`src/rtl/m_dram_addr_demux.sv`:
```
// DRAM row/column address demultiplexer: rebuilds {row, column} from the
// multiplexed MA bus using the RAS/CAS/WE strobes and reports access/refresh events.
module m_dram_addr_demux #(
  parameter int AW = 10
) (
  input  logic            MasterClock,
  input  logic            Reset,
  input  logic [AW-1:0]   MA,
  input  logic            RASL,
  input  logic            CASL,
  input  logic            WEL,
  output logic [2*AW-1:0] Address,
  output logic            AddrValid,
  output logic            WriteCycle,
  output logic            PageHit,
  output logic            RefreshCycle,
  output logic            RowOpen
);

  typedef enum logic [2:0] {
    IDLE    = 3'd0,
    CBR     = 3'd1,
    ROW     = 3'd2,
    ACCESS  = 3'd3,
    REFRESH = 3'd4
  } state_t;

  state_t            state_reg, state_next;
  logic              rasl_q, casl_q;
  logic              ras_armed_reg, cas_armed_reg;
  logic [AW-1:0]     row_reg, row_next;
  logic              first_col_reg, first_col_next;
  logic [2*AW-1:0]   address_reg, address_next;
  logic              write_cycle_reg, write_cycle_next;
  logic              page_hit_reg, page_hit_next;
  logic              addr_valid_reg, addr_valid_next;
  logic              refresh_cycle_reg, refresh_cycle_next;

  logic ras_fall, ras_rise, cas_fall, cas_rise;

  // A strobe must be seen high once after reset before its fall counts,
  // so a strobe still low at reset release never produces an event.
  assign ras_fall = ras_armed_reg & rasl_q & ~RASL;
  assign cas_fall = cas_armed_reg & casl_q & ~CASL;
  assign ras_rise = ~rasl_q & RASL;
  assign cas_rise = ~casl_q & CASL;

  always_comb begin
    state_next         = state_reg;
    row_next           = row_reg;
    first_col_next     = first_col_reg;
    address_next       = address_reg;
    write_cycle_next   = write_cycle_reg;
    page_hit_next      = page_hit_reg;
    addr_valid_next    = 1'b0;
    refresh_cycle_next = 1'b0;

    case (state_reg)
      IDLE: begin
        if (ras_fall && cas_fall) begin
          refresh_cycle_next = 1'b1;
          state_next         = REFRESH;
        end else if (ras_fall && CASL) begin
          row_next       = MA;
          first_col_next = 1'b1;
          state_next     = ROW;
        end else if (cas_fall && RASL) begin
          state_next = CBR;
        end
      end

      CBR: begin
        if (ras_fall) begin
          refresh_cycle_next = 1'b1;
          state_next         = REFRESH;
        end else if (cas_rise) begin
          state_next = IDLE;
        end
      end

      REFRESH: begin
        if (RASL && CASL) begin
          state_next = IDLE;
        end
      end

      ROW: begin
        // Closing the row wins over a coincident column strobe.
        if (ras_rise) begin
          state_next = IDLE;
        end else if (cas_fall) begin
          address_next     = {row_reg, MA};
          write_cycle_next = ~WEL;
          page_hit_next    = ~first_col_reg;
          first_col_next   = 1'b0;
          addr_valid_next  = 1'b1;
          state_next       = ACCESS;
        end
      end

      ACCESS: begin
        if (ras_rise) begin
          state_next = IDLE;
        end else if (cas_rise) begin
          state_next = ROW;
        end
      end

      default: begin
        state_next = IDLE;
      end
    endcase
  end

  always_ff @(posedge MasterClock) begin
    if (Reset) begin
      state_reg         <= IDLE;
      rasl_q            <= 1'b1;
      casl_q            <= 1'b1;
      ras_armed_reg     <= 1'b0;
      cas_armed_reg     <= 1'b0;
      row_reg           <= '0;
      first_col_reg     <= 1'b0;
      address_reg       <= '0;
      write_cycle_reg   <= 1'b0;
      page_hit_reg      <= 1'b0;
      addr_valid_reg    <= 1'b0;
      refresh_cycle_reg <= 1'b0;
    end else begin
      state_reg         <= state_next;
      rasl_q            <= RASL;
      casl_q            <= CASL;
      ras_armed_reg     <= ras_armed_reg | RASL;
      cas_armed_reg     <= cas_armed_reg | CASL;
      row_reg           <= row_next;
      first_col_reg     <= first_col_next;
      address_reg       <= address_next;
      write_cycle_reg   <= write_cycle_next;
      page_hit_reg      <= page_hit_next;
      addr_valid_reg    <= addr_valid_next;
      refresh_cycle_reg <= refresh_cycle_next;
    end
  end

  assign Address      = address_reg;
  assign AddrValid    = addr_valid_reg;
  assign WriteCycle   = write_cycle_reg;
  assign PageHit      = page_hit_reg;
  assign RefreshCycle = refresh_cycle_reg;
  assign RowOpen      = (state_reg == ROW) || (state_reg == ACCESS);

endmodule
```
`config.mk`:
```
export PLATFORM = sky130hd
export DESIGN_NAME = m_dram_addr_demux
export DESIGN_NICKNAME = d
export VERILOG_FILES = /design/src/rtl/m_dram_addr_demux.sv
export SDC_FILE = /design/constraint.sdc
export NUM_CORES = 1
export LEC_CHECK = 0
export CAP_MARGIN = 25
export CORE_MARGIN = 2
export CORE_UTILIZATION = 40
export DETAILED_ROUTE_END_ITERATION = 12
export HOLD_SLACK_MARGIN = 0.12
export PLACE_DENSITY = 0.66
export SLEW_MARGIN = 0
export SYNTH_ARGS = -nofsm -noshare
export SYNTH_HDL_FRONTEND = slang
export SYNTH_SLANG_ARGS = --single-unit
export TNS_END_PERCENT = 5
```
`constraint.sdc`:
```
create_clock -name MasterClock -period 1.5 [get_ports MasterClock]
set_input_delay 0.3 -clock MasterClock [delete_from_list [all_inputs] [get_ports MasterClock]]
set_output_delay 0.3 -clock MasterClock [all_outputs]
set_load 0.01 [all_outputs]
```
==> summary.md, run 1 <==
| Metric | Value |
|---|---|
| Top post-synthesis cells by area | `dfxtp_1, a21oi_1, o31ai_1` |
| Die area | `4900 sq um` |
| DR vias | `~1700` |
| Initial drt markers | `91` |
| Routed wire length | `around 4.6 mm` |
| CTS tree | `done` |
| YS warnings | `0` |
| Syn_nets | `between 200 and 250` |
| DP HPWL | `3.02 mm` |
| Post-synth top area share | `between 40 and 50%` |
| Pwr/cell area | `879 nW/um^2` |
| CTS H-tree depth | `2` |
| Drt pass-1 iters | `4` |
| Seq cells post-synth | `42` |
| Crit-path slowest cell | `clkdlybuf4s50_1` |
| Clock tree sinks | `42` |
| Pin count of the biggest net entering global routing | `32` |
| Asr flop ratio synth | `0%` |
| Die Y | `between 70 and 80 um` |
| Vias per inst | `5.69` |
| DR WL/cell | `between 15 and 20 um` |
| Core Area | `4260 sq um` |
| Final ANT Viol Nets | `0` |
| Crit-path max FO | `5` |
| Pleak | `approximately 0.0010 uW` |
| Place WS | `-0.290 ns` |
| Vias in the first global route | `1614` |
| Period utilization | `a little over nine tenths` |
| CP Launch Type | `input pin` |
| Max Fclk | `approximately 670 MHz` |
| Setup Skew | `around 0.0049 ns` |
| Die width | `between 70 and 80 um` |
| Worst min path class | `reg -> reg` |
| Cell Chain, Critical Path | `clkdlybuf4s50_1 -> and4bb_1 -> or3_1 -> a221oi_2` |
| WP data arrival | `between 1.5 and 2 ns` |
| Peak VDD IR | `a little under 0.6 mV` |
| Sequential share of the synthesized area | `48.2%` |
| Setup crit end kind | `flop` |
| Max Slew Vio Count | `0` |
| Top-Level Pins | `40` |
| Final setup TNS | `0 ns` |
| Min Clock Period, post-route | `~1.5 ns` |
| RR Endpoint | `state_reg[0]` |
| GP Congestion | `0.792` |
| Area grow syn2layout | `39.6%` |
| Netlist Area Pre-Place | `around 1700 sq um` |
| Clock Latency Late Sink | `between 0.2 and 0.3 ns` |
| Worst r2r src | `state_reg[1]` |
| Cts hold-fix bufs | `0` |
| R2R depth | `4` |
| Worst path max stage delay | `between 0.5 and 0.6 ns` |
| WP data required | `1.70 ns` |
| I/O Buffers | `39` |
| Max Buffers Root-to-Sink | `2` |
| Fin nets | `255` |
| Max cap viols | `0` |
| Number of post-CTS setup repair buffers | `0` |
| Synth unique cells | `31` |
| GRT Total Usage | `around a fifth` |
| CP Launch Point | `RASL` |
| Flop-to-flop setup slack | `0.13 ns` |
| Worst Tran Pin Value | `roughly 0.26 ns` |
| CTS buffer count | `5` |
| Initial antenna violation count | `0` |
| CP Class | `in -> reg` |
| N_diodes | `0` |
| Critical path endpoint | `state_reg[0]` |
| Starting density of the core | `40.9%` |
| Row cnt | `24` |
| Synth area leader | `dfxtp_1` |
| Avg Inst Size Synth | `slightly below 9 sq um` |
| Post-synthesis cell count | `196` |
| Prevailing post-synth register cell | `dfxtp_1` |
| First-pass GRT wire length | `about 7.7 mm` |
| Root Driver | `clkbuf_8` |
| Layout cells sized above 1 | `between 10% and 20%` |
| EDFF count, synth | `0` |
| Number of flip-flops in the largest register | `20` |
| Clock transition at the registers of the reported paths | `approximately 0.080 ns` |
| Outcome | `complete, no violations` |
| GRT overflow | `0` |
| # DRC | `0` |
| Final WS setup | `about 0.016 ns` |
| Setup violators final | `0` |
| Worst relative slew slack | `between 80% and 90%` |
| Final Hold Violating Endpoints | `0` |
-- per-stage QoR --
stage | power (uW) | cell area (sq um) | util (%) | hold WS (ns) | std cells
floorplan | 1290 | 1740 | - | 0.397 | 196
global placement | 1400 | 2280 | 53.6 | 0.432 | 285
detailed placement | 1400 | 2280 | 53.6 | 0.444 | 285
CTS | 2140 | 2370 | 55.7 | 0.455 | 293
global route | 2220 | 2430 | 57.1 | 0.493 | 293
finish | 2140 | 2430 | 57.1 | 0.451 | 293
-- power by group --
part,internal (uW),switching (uW)
sequential,1130,15.2
clock,372,382
combinational,109,130
-- per-layer routing --
metal | GRT usage (%) | wire (um) | vias to the layer above
li1 | - | - | 825
met1 | 26.7 | 2130 | 795
met2 | 29.7 | 2150 | 41
met3 | 5.63 | 239 | 6
met4 | 5.13 | 47 | 0
met5 | 0 | 0 | -
-- synthesized netlist by cell type (all sizes together) (2+ instances only) --
master / number
nand4: 20
buf: 14
nor3: 3
or2: 2
inv: 3
nand3: 10
a31oi: 2
a211oi: 4
nor2: 6
o21ai: 12
and4bb: 2
o31ai: 21
nand2b: 2
nand2: 2
a21oi: 32
nand4bb: 2
clkbuf: 8
dfxtp: 42
-- worst min-delay path by stage --
| stage | start | end | slack (ns) | cells past startpoint |
|---|---|---|---|---|
| 3_5_place_dp | first_col_reg | PageHit | 0.44 | 1 |
| 4_1_cts | first_col_reg | PageHit | 0.45 | 1 |
| 5_1_grt | first_col_reg | PageHit | 0.49 | 1 |
| 3_3_place_gp | first_col_reg | PageHit | 0.43 | 1 |
| 2_1_floorplan | WEL | WriteCycle | 0.40 | 1 |
| 6_report | first_col_reg | PageHit | 0.45 | 1 |
-- layout make-up --
type	instances	area, sq um
Multi-Input combinational cell	129	813
Clock inverter	1	5.00
Sequential cell	42	841
Timing Repair Buffer	59	612
Tap cell	52	65.1
Clock buffer	7	86.3
Fill cell	397	1830
Inverter	3	11.3
-- worst max-delay path: cells and delay by family --
family / cells / cell delay, ns
buffers and inverters: 1 / 0.55
AND/OR/NAND/NOR: 2 / 0.63
AO/OA/AOI/OAI: 1 / 0.21
-- layout by cell type (no fill, tap or decap), types with 3 or more instances in the layout --
master and count:
dfxtp_1 42, a21oi_1 32, clkdlybuf4s50_1 24, o31ai_1 21
nand4_1 20, buf_4 17, dlymetal6s2s_1 14, o21ai_1 11
nand3_1 10, nor2_1 6, clkbuf_8 6, a211oi_1 4
buf_12 3
-- what timing repair did --
action	4_1_cts	5_1_grt
cloned	0	0
resized for setup	1	17
setup endpoints to repair	1	45
-- logic make-up after synthesis --
group	after synthesis	share of synthesized area (%)
flip-flops	42	48.2
AO/OA/AOI/OAI	73	25.5
buffers and inverters	25	6.46
AND/OR/NAND/NOR	56	19.8
Power figures use the tool's default switching activity.
==> run 2: changes to the inputs <==
--- a/config.mk
+++ b/config.mk
@@ -7,10 +7,11 @@
 export LEC_CHECK = 0
 export CAP_MARGIN = 25
 export CORE_MARGIN = 2
-export CORE_UTILIZATION = 40
+export CORE_UTILIZATION = 49
 export DETAILED_ROUTE_END_ITERATION = 12
 export HOLD_SLACK_MARGIN = 0.12
-export PLACE_DENSITY = 0.66
+export PLACE_DENSITY = 0.78
+export REMOVE_ABC_BUFFERS = 1
 export SLEW_MARGIN = 0
 export SYNTH_ARGS = -nofsm -noshare
 export SYNTH_HDL_FRONTEND = slang
==> run 2 against run 1 <==
Compared with the run above: utilization is 10 points higher; clock-buffer cell count stayed put; hold slack worse by 0.012 ns; setup slack better by 0.092 ns; non-clock buffer count is 2 lower.
==> summary.md, run 2 (same netlist as run 1, synthesis figures left out) <==
| Metric | Value |
|---|---|
| Top-Level Pins | `40 (unchanged)` |
| WP data required | `1.74 ns (was 1.70 ns)` |
| CP delay by family, top | `buffers and inverters (was simple AND/OR/NAND/NOR gates)` |
| Setup crit end kind | `flop (unchanged)` |
| Min Clock Period, post-route | `1.39 ns (was 1.48 ns)` |
| Number of post-CTS setup repair buffers | `0 (unchanged)` |
| Comb pwr share | `11.5% (was 11.1%)` |
| Setup Skew | `0.00852 ns (was 0.00495 ns)` |
| Max cap viols | `0 (unchanged)` |
| Outcome | `complete, no violations (unchanged)` |
| Int Power | `1460 uW (was 1610 uW)` |
| Max Fclk | `718 MHz (was 674 MHz)` |
| Net Sw Power | `503 uW (was 527 uW)` |
| Initial drt markers | `162 (was 91)` |
| Worst min path class | `reg -> reg (unchanged)` |
| Final setup TNS | `0 ns (unchanged)` |
| Die area | `4050 sq um (was 4900 sq um)` |
| Pwr/cell area | `860 nW/um^2 (was 879 nW/um^2)` |
| Placed Cells | `277 (was 285)` |
| DR WL/cell | `15.8 um (was 15.6 um)` |
| Final core utilization | `67.3% (was 57.1%)` |
| Starting density of the core | `51.4% (was 40.9%)` |
| Die width | `63.6 um (was 70.0 um)` |
| CP Launch Type | `input pin (unchanged)` |
| Routed wire length | `4.51 mm (was 4.57 mm)` |
| Post-route cell area | `2280 sq um (was 2430 sq um)` |
| Setup violators final | `0 (unchanged)` |
| Part of the power in registers | `58.4% (was 53.6%)` |
| # DRC | `0 (unchanged)` |
| DR vias | `1678 (was 1667)` |
| Commonest non-fill, non-tap cell in the layout | `dfxtp_1 (unchanged)` |
| Commonest non-fill, non-tap cells in the layout | `dfxtp_1, a21oi_1, dlygate4sd2_1, o31ai_1, nand4_1 (was dfxtp_1, a21oi_1, clkdlybuf4s50_1, o31ai_1, nand4_1)` |
| Clock tree sinks | `42 (unchanged)` |
| Fin cells | `285 (was 293)` |
| CTS tree | `done (unchanged)` |
| Vias in the first global route | `1679 (was 1614)` |
| CP Class | `in -> reg (unchanged)` |
| Worst relative slew slack | `81.5% (was 82.8%)` |
| Area grow syn2layout | `30.9% (was 39.6%)` |
| Drt pass-1 iters | `4 (unchanged)` |
| Period utilization | `92.8% (was 98.9%)` |
| Clock transition at the registers of the reported paths | `0.12 ns (was 0.08 ns)` |
| CTS buffer count | `5 (unchanged)` |
| Worst path max stage delay | `0.47 ns (was 0.55 ns)` |
| I/O Buffers | `39 (unchanged)` |
| Layout cells sized above 1 | `13.8% (was 14.5%)` |
| GP Congestion | `0.840 (was 0.792)` |
| Worst Tran Pin Value | `0.278 ns (was 0.255 ns)` |
| DP HPWL | `3.20 mm (was 3.02 mm)` |
| Core Area | `3390 sq um (was 4260 sq um)` |
| Initial antenna violation count | `0 (unchanged)` |
| Crit-path max FO | `13 (was 5)` |
| Worst path bufs/invs | `2 (was 1)` |
| Clock Latency Late Sink | `0.35 ns (was 0.29 ns)` |
| CTS H-tree depth | `2 (unchanged)` |
| Unrepaired setup endpoints after global routing | `no` |
| Fin nets | `253 (was 255)` |
| Row cnt | `21 (was 24)` |
| N_diodes | `0 (unchanged)` |
| Number of flip-flops in the largest register | `20 (unchanged)` |
| Die Y | `63.6 um (was 70.0 um)` |
| Max Slew Vio Count | `0 (unchanged)` |
| Max Buffers Root-to-Sink | `2 (unchanged)` |
| Pleak | `0.000877 uW (was 0.00105 uW)` |
| Power share of the clock group | `30.0% (was 35.2%)` |
| Sw Share | `25.6% (was 24.6%)` |
| GRT Total Usage | `23.8% (was 19.3%)` |
| Placed cell areas | `2250 sq um (was 2280 sq um)` |
| Cts hold-fix bufs | `0 (unchanged)` |
| Final Hold Violating Endpoints | `0 (unchanged)` |
| Pin count of the biggest net entering global routing | `30 (was 32)` |
| Root Driver | `clkbuf_4 (was clkbuf_8)` |
| Hold Slack | `0.440 ns (was 0.451 ns)` |
| Cell Chain, Critical Path | `clkdlybuf4s50_1 -> nand4bb_2 -> buf_4 -> o31ai_1 -> a21oi_1 (was clkdlybuf4s50_1 -> and4bb_1 -> or3_1 -> a221oi_2)` |
| Vias per inst | `5.89 (was 5.69)` |
| Peak VDD IR | `0.462 mV (was 0.596 mV)` |
| Crit-path slowest cell | `clkdlybuf4s50_1 (unchanged)` |
| First-pass GRT wire length | `7.61 mm (was 7.75 mm)` |
| Final ANT Viol Nets | `0 (unchanged)` |
| WP data arrival | `1.64 ns (was 1.69 ns)` |
| GRT overflow | `0 (unchanged)` |
## run 2: changes by cell type in the layout (fill, tap and decap cells not counted), sizes merged
cell           before  now
buf                20   18
clkbuf              7    8
clkdlybuf4s50      24   14
dlygate4sd2         1   24
dlymetal6s2s       14    0
## run 2: power by group through the flow
stage	registers [uW]	clock network [uW]	logic [uW]
after floorplan	1170	0	85.7
after global placement	1170	0	215
after detailed placement	1170	0	223
after CTS	1150	597	222
after global routing	1150	652	245
final	1150	589	227
## run 2: worst paths after layout
kind                 to  slack, ns           from  depth (start not counted)
min             PageHit       0.44  first_col_reg                          1
max          Address[7]       0.11           CASL                          5
min reg2reg     PageHit       0.44  first_col_reg                          1
max reg2reg  Address[7]       0.16   state_reg[0]                          4
## run 2: per-stage QoR
stage | worst slack (ns) | total power (uW)
4_1_cts | 0.00862 | 1970
2_1_floorplan | -0.206 | 1260
6_report | 0.108 | 1960
5_1_grt | 0.0355 | 2050
3_5_place_dp | -0.282 | 1390
3_3_place_gp | -0.181 | 1390
## run 2: final cells by class
| class | count | area [sq um] |
|---|---|---|
| fill | 287 | 1110 |
| sequential | 42 | 841 |
| multi-input combinational | 129 | 797 |
| timing repair buffer | 57 | 515 |
| tap | 46 | 57.6 |
| clock buffer | 7 | 55.1 |
| inverter | 3 | 11.3 |
| clock inverter | 1 | 5.00 |
## run 2: routing by layer
layer	track usage, %	share of wire [%]	routed length, um
met1	27.0	42	1890
met2	43.0	52	2360
met3	6.25	4.9	221
met5	0	0	0
met4	7.34	0.71	32
## run 2: worst reg2reg max path, cell delays in order, from the launching register on
cell and delay (ns):
dfxtp_1 0.40, nand4bb_2 0.30, buf_4 0.23, o31ai_1 0.22
a21oi_1 0.10
## run 2: what timing repair did
action,in CTS,in global routing
gates resized for setup,25,4
setup endpoints to repair,25,6
pin swaps,0,0
==> run 3: changes to the inputs <==
--- a/config.mk
+++ b/config.mk
@@ -7,11 +7,12 @@
 export LEC_CHECK = 0
 export CAP_MARGIN = 25
 export CORE_MARGIN = 2
-export CORE_UTILIZATION = 49
+export CORE_UTILIZATION = 44
 export DETAILED_ROUTE_END_ITERATION = 12
 export HOLD_SLACK_MARGIN = 0.12
-export PLACE_DENSITY = 0.78
+export PLACE_DENSITY = 0.74
 export REMOVE_ABC_BUFFERS = 1
+export SETUP_SLACK_MARGIN = 0.3
 export SLEW_MARGIN = 0
 export SYNTH_ARGS = -nofsm -noshare
 export SYNTH_HDL_FRONTEND = slang
==> constraint.sdc (replaced) <==
create_clock -name MasterClock -period 1.28 [get_ports MasterClock]
set_input_delay 0.256 -clock MasterClock [delete_from_list [all_inputs] [get_ports MasterClock]]
set_output_delay 0.256 -clock MasterClock [all_outputs]
set_load 0.01 [all_outputs]
==> run 3 against run 2 <==
Compared with the run above: largest power group unchanged; critical path depth did not move; critical path type is now reg -> reg; hold slack improved by 0.0046 ns; cell area up 9.6%; non-clock buffer count up 3; total power rose by 28%; critical endpoint is now row_reg[0]; sequential power is 17% higher; utilization is 0.49 points lower; routed wire length increased by 3.4%.
==> summary.md, run 3 (same netlist as run 1, synthesis figures left out) <==
| Metric | Value |
|---|---|
| Pwr/cell area | `1000 nW/um^2 (was 860 nW/um^2)` |
| Final WS setup | `0.0638 ns (was 0.108 ns)` |
| Outcome | `complete, no violations (unchanged)` |
| Core Area | `3740 sq um (was 3390 sq um)` |
| R2R depth | `5 (was 4)` |
| Period utilization | `between 90% and 100%` |
| HP Start | `first_col_reg (unchanged)` |
| CP Class | `reg -> reg (was in -> reg)` |
| Final core utilization | `66.8% (was 67.3%)` |
| DR WL/cell | `16.2 um (was 15.8 um)` |
| Min Clock Period, post-route | `approximately 1.2 ns` |
| Fin nets | `256 (was 253)` |
| Crit-path max FO | `10 (was 13)` |
| Commonest non-fill, non-tap cells in the layout | `dfxtp_1, a21oi_1, dlygate4sd2_1, nand4_1, o31ai_2 (was dfxtp_1, a21oi_1, dlygate4sd2_1, o31ai_1, nand4_1)` |
| Place WS | `-0.436 ns (was -0.282 ns)` |
| CTS buffer count | `5 (unchanged)` |
| Max cap viols | `0 (unchanged)` |
| Max Buffers Root-to-Sink | `2 (unchanged)` |
| N_diodes | `0 (unchanged)` |
| Comb pwr share | `12.2% (was 11.5%)` |
| Fillers | `330 (was 287)` |
| CTS tree | `done (unchanged)` |
| Number of post-CTS setup repair buffers | `0 (unchanged)` |
| Layout cells sized above 1 | `29.2% (was 13.8%)` |
| Peak VDD IR | `0.758 mV (was 0.462 mV)` |
| Int Power | `1880 uW (was 1460 uW)` |
| Max Fclk | `slightly above 800 MHz` |
| Final Hold Violating Endpoints | `0 (unchanged)` |
| Worst relative slew slack | `80.5% (was 81.5%)` |
| Root Driver | `clkbuf_8 (was clkbuf_4)` |
| GRT overflow | `0 (unchanged)` |
| Final ANT Viol Nets | `0 (unchanged)` |
| Commonest non-fill, non-tap cell in the layout | `dfxtp_1 (unchanged)` |
| Setup crit end kind | `flop (unchanged)` |
| Die Y | `66.9 um (was 63.6 um)` |
| Vias per inst | `5.82 (was 5.89)` |
| Pin count of the biggest net entering global routing | `28 (was 30)` |
| Clock transition at the registers of the reported paths | `0.07 ns (was 0.12 ns)` |
| Top-Level Pins | `40 (unchanged)` |
| Worst r2r src | `state_reg[1] (was state_reg[0])` |
| GP Congestion | `0.832 (was 0.840)` |
| Initial antenna violation count | `0 (unchanged)` |
| DR vias | `1676 (was 1678)` |
| Setup violators final | `0 (unchanged)` |
| Flop-to-flop setup slack | `0.06 ns (was 0.16 ns)` |
| Power share of the clock group | `34.0% (was 30.0%)` |
| Post-layout power | `2510 uW (was 1960 uW)` |
| Pleak | `0.000926 uW (was 0.000877 uW)` |
| CTS H-tree depth | `2 (unchanged)` |
| Clock tree sinks | `42 (unchanged)` |
| Clock Latency Late Sink | `0.29 ns (was 0.35 ns)` |
| WP data arrival | `1.39 ns (was 1.64 ns)` |
| Area grow syn2layout | `43.6% (was 30.9%)` |
| First-pass GRT wire length | `7.69 mm (was 7.61 mm)` |
| Initial drt markers | `134 (was 162)` |
| Hold Path Sink | `PageHit (unchanged)` |
| Final setup TNS | `0 ns (unchanged)` |
| Routed wire length | `4.66 mm (was 4.51 mm)` |
| Net Sw Power | `628 uW (was 503 uW)` |
| Vias in the first global route | `1652 (was 1679)` |
| CP Launch Type | `flop (was input pin)` |
| Starting density of the core | `46.6% (was 51.4%)` |
| # DRC | `0 (unchanged)` |
| Die area | `4480 sq um (was 4050 sq um)` |
| Die width | `66.9 um (was 63.6 um)` |
| Drt pass-1 iters | `4 (unchanged)` |
| WP data required | `1.45 ns (was 1.74 ns)` |
| Part of the power in registers | `53.8% (was 58.4%)` |
| Setup Skew | `0.00782 ns (was 0.00852 ns)` |
| Number of flip-flops in the largest register | `20 (unchanged)` |
| Worst Tran Pin Value | `0.292 ns (was 0.278 ns)` |
| Sw Share | `25.0% (was 25.6%)` |
| Unrepaired setup endpoints after global routing | `yes (was no)` |
| Hold Path Stages | `1 (unchanged)` |
| RR Endpoint | `row_reg[0] (was Address[7])` |
| I/O Buffers | `39 (unchanged)` |
| DP HPWL | `2.98 mm (was 3.20 mm)` |
| Row cnt | `22 (was 21)` |
| Worst min path class | `reg -> reg (unchanged)` |
| GRT Total Usage | `22.9% (was 23.8%)` |
| Max Slew Vio Count | `0 (unchanged)` |
[run 3: worst max path at each step]
| stage | slack [ns] | start | depth (start not counted) | to |
|---|---|---|---|---|
| floorplan | -0.43 | state_reg[0] | 3 | state_reg[0] |
| global placement | -0.39 | CASL | 4 | row_reg[4] |
| detailed placement | -0.44 | CASL | 4 | row_reg[1] |
| CTS | 0.07 | state_reg[0] | 4 | Address[17] |
| global route | -0.006 | state_reg[1] | 5 | row_reg[0] |
| finish | 0.06 | state_reg[1] | 5 | row_reg[0] |
[run 3: critical path: stages, from the launching register on]
cell       delay (ns)
dfxtp_2          0.34
buf_4            0.15
nand4bb_1        0.19
buf_6            0.17
o21ai_2          0.17
a21oi_2          0.08
[run 3: final cells by class]
type	count	area (sq um)	share of cell area, %
clock buffers	6	82.6	3.30
inverters	3	11.3	0.450
multi-input cells	129	936	37.4
flip-flops and latches	42	851	34.0
well taps	48	60.1	2.40
repair buffers	60	562	22.5
[run 3: stage by stage]
step | instance area [sq um] | cells | hold WS [ns]
6_report | 2500 | 288 | 0.444
5_1_grt | 2500 | 288 | 0.475
4_1_cts | 2370 | 288 | 0.443
3_5_place_dp | 2250 | 281 | 0.437
3_3_place_gp | 2250 | 281 | 0.421
2_1_floorplan | 1640 | 174 | 0.325
[run 3: power groups by stage]
stage / clock network (uW) / registers, uW / logic, uW
6_report: 854 / 1350 / 306
3_3_place_gp: 0 / 1370 / 259
5_1_grt: 918 / 1350 / 333
3_5_place_dp: 0 / 1370 / 261
4_1_cts: 852 / 1350 / 274
2_1_floorplan: 0 / 1370 / 100
[run 3: repair_timing]
action | CTS | global route
hold buffers | 0 | 0
cloned | 1 | 0
endpoints found under the hold margin | 0 | 0
setup endpoints to repair | 65 | 65
gates resized for setup | 54 | 32
pin swaps | 2 | 2
[run 3: routing by layer]
metal	global-route usage (%)	routed length, um	vias up
li1	-	-	823
met1	27.8	2010	796
met2	38.3	2320	51
met3	5.57	254	6
met4	10.2	72	0
met5	0	0	-
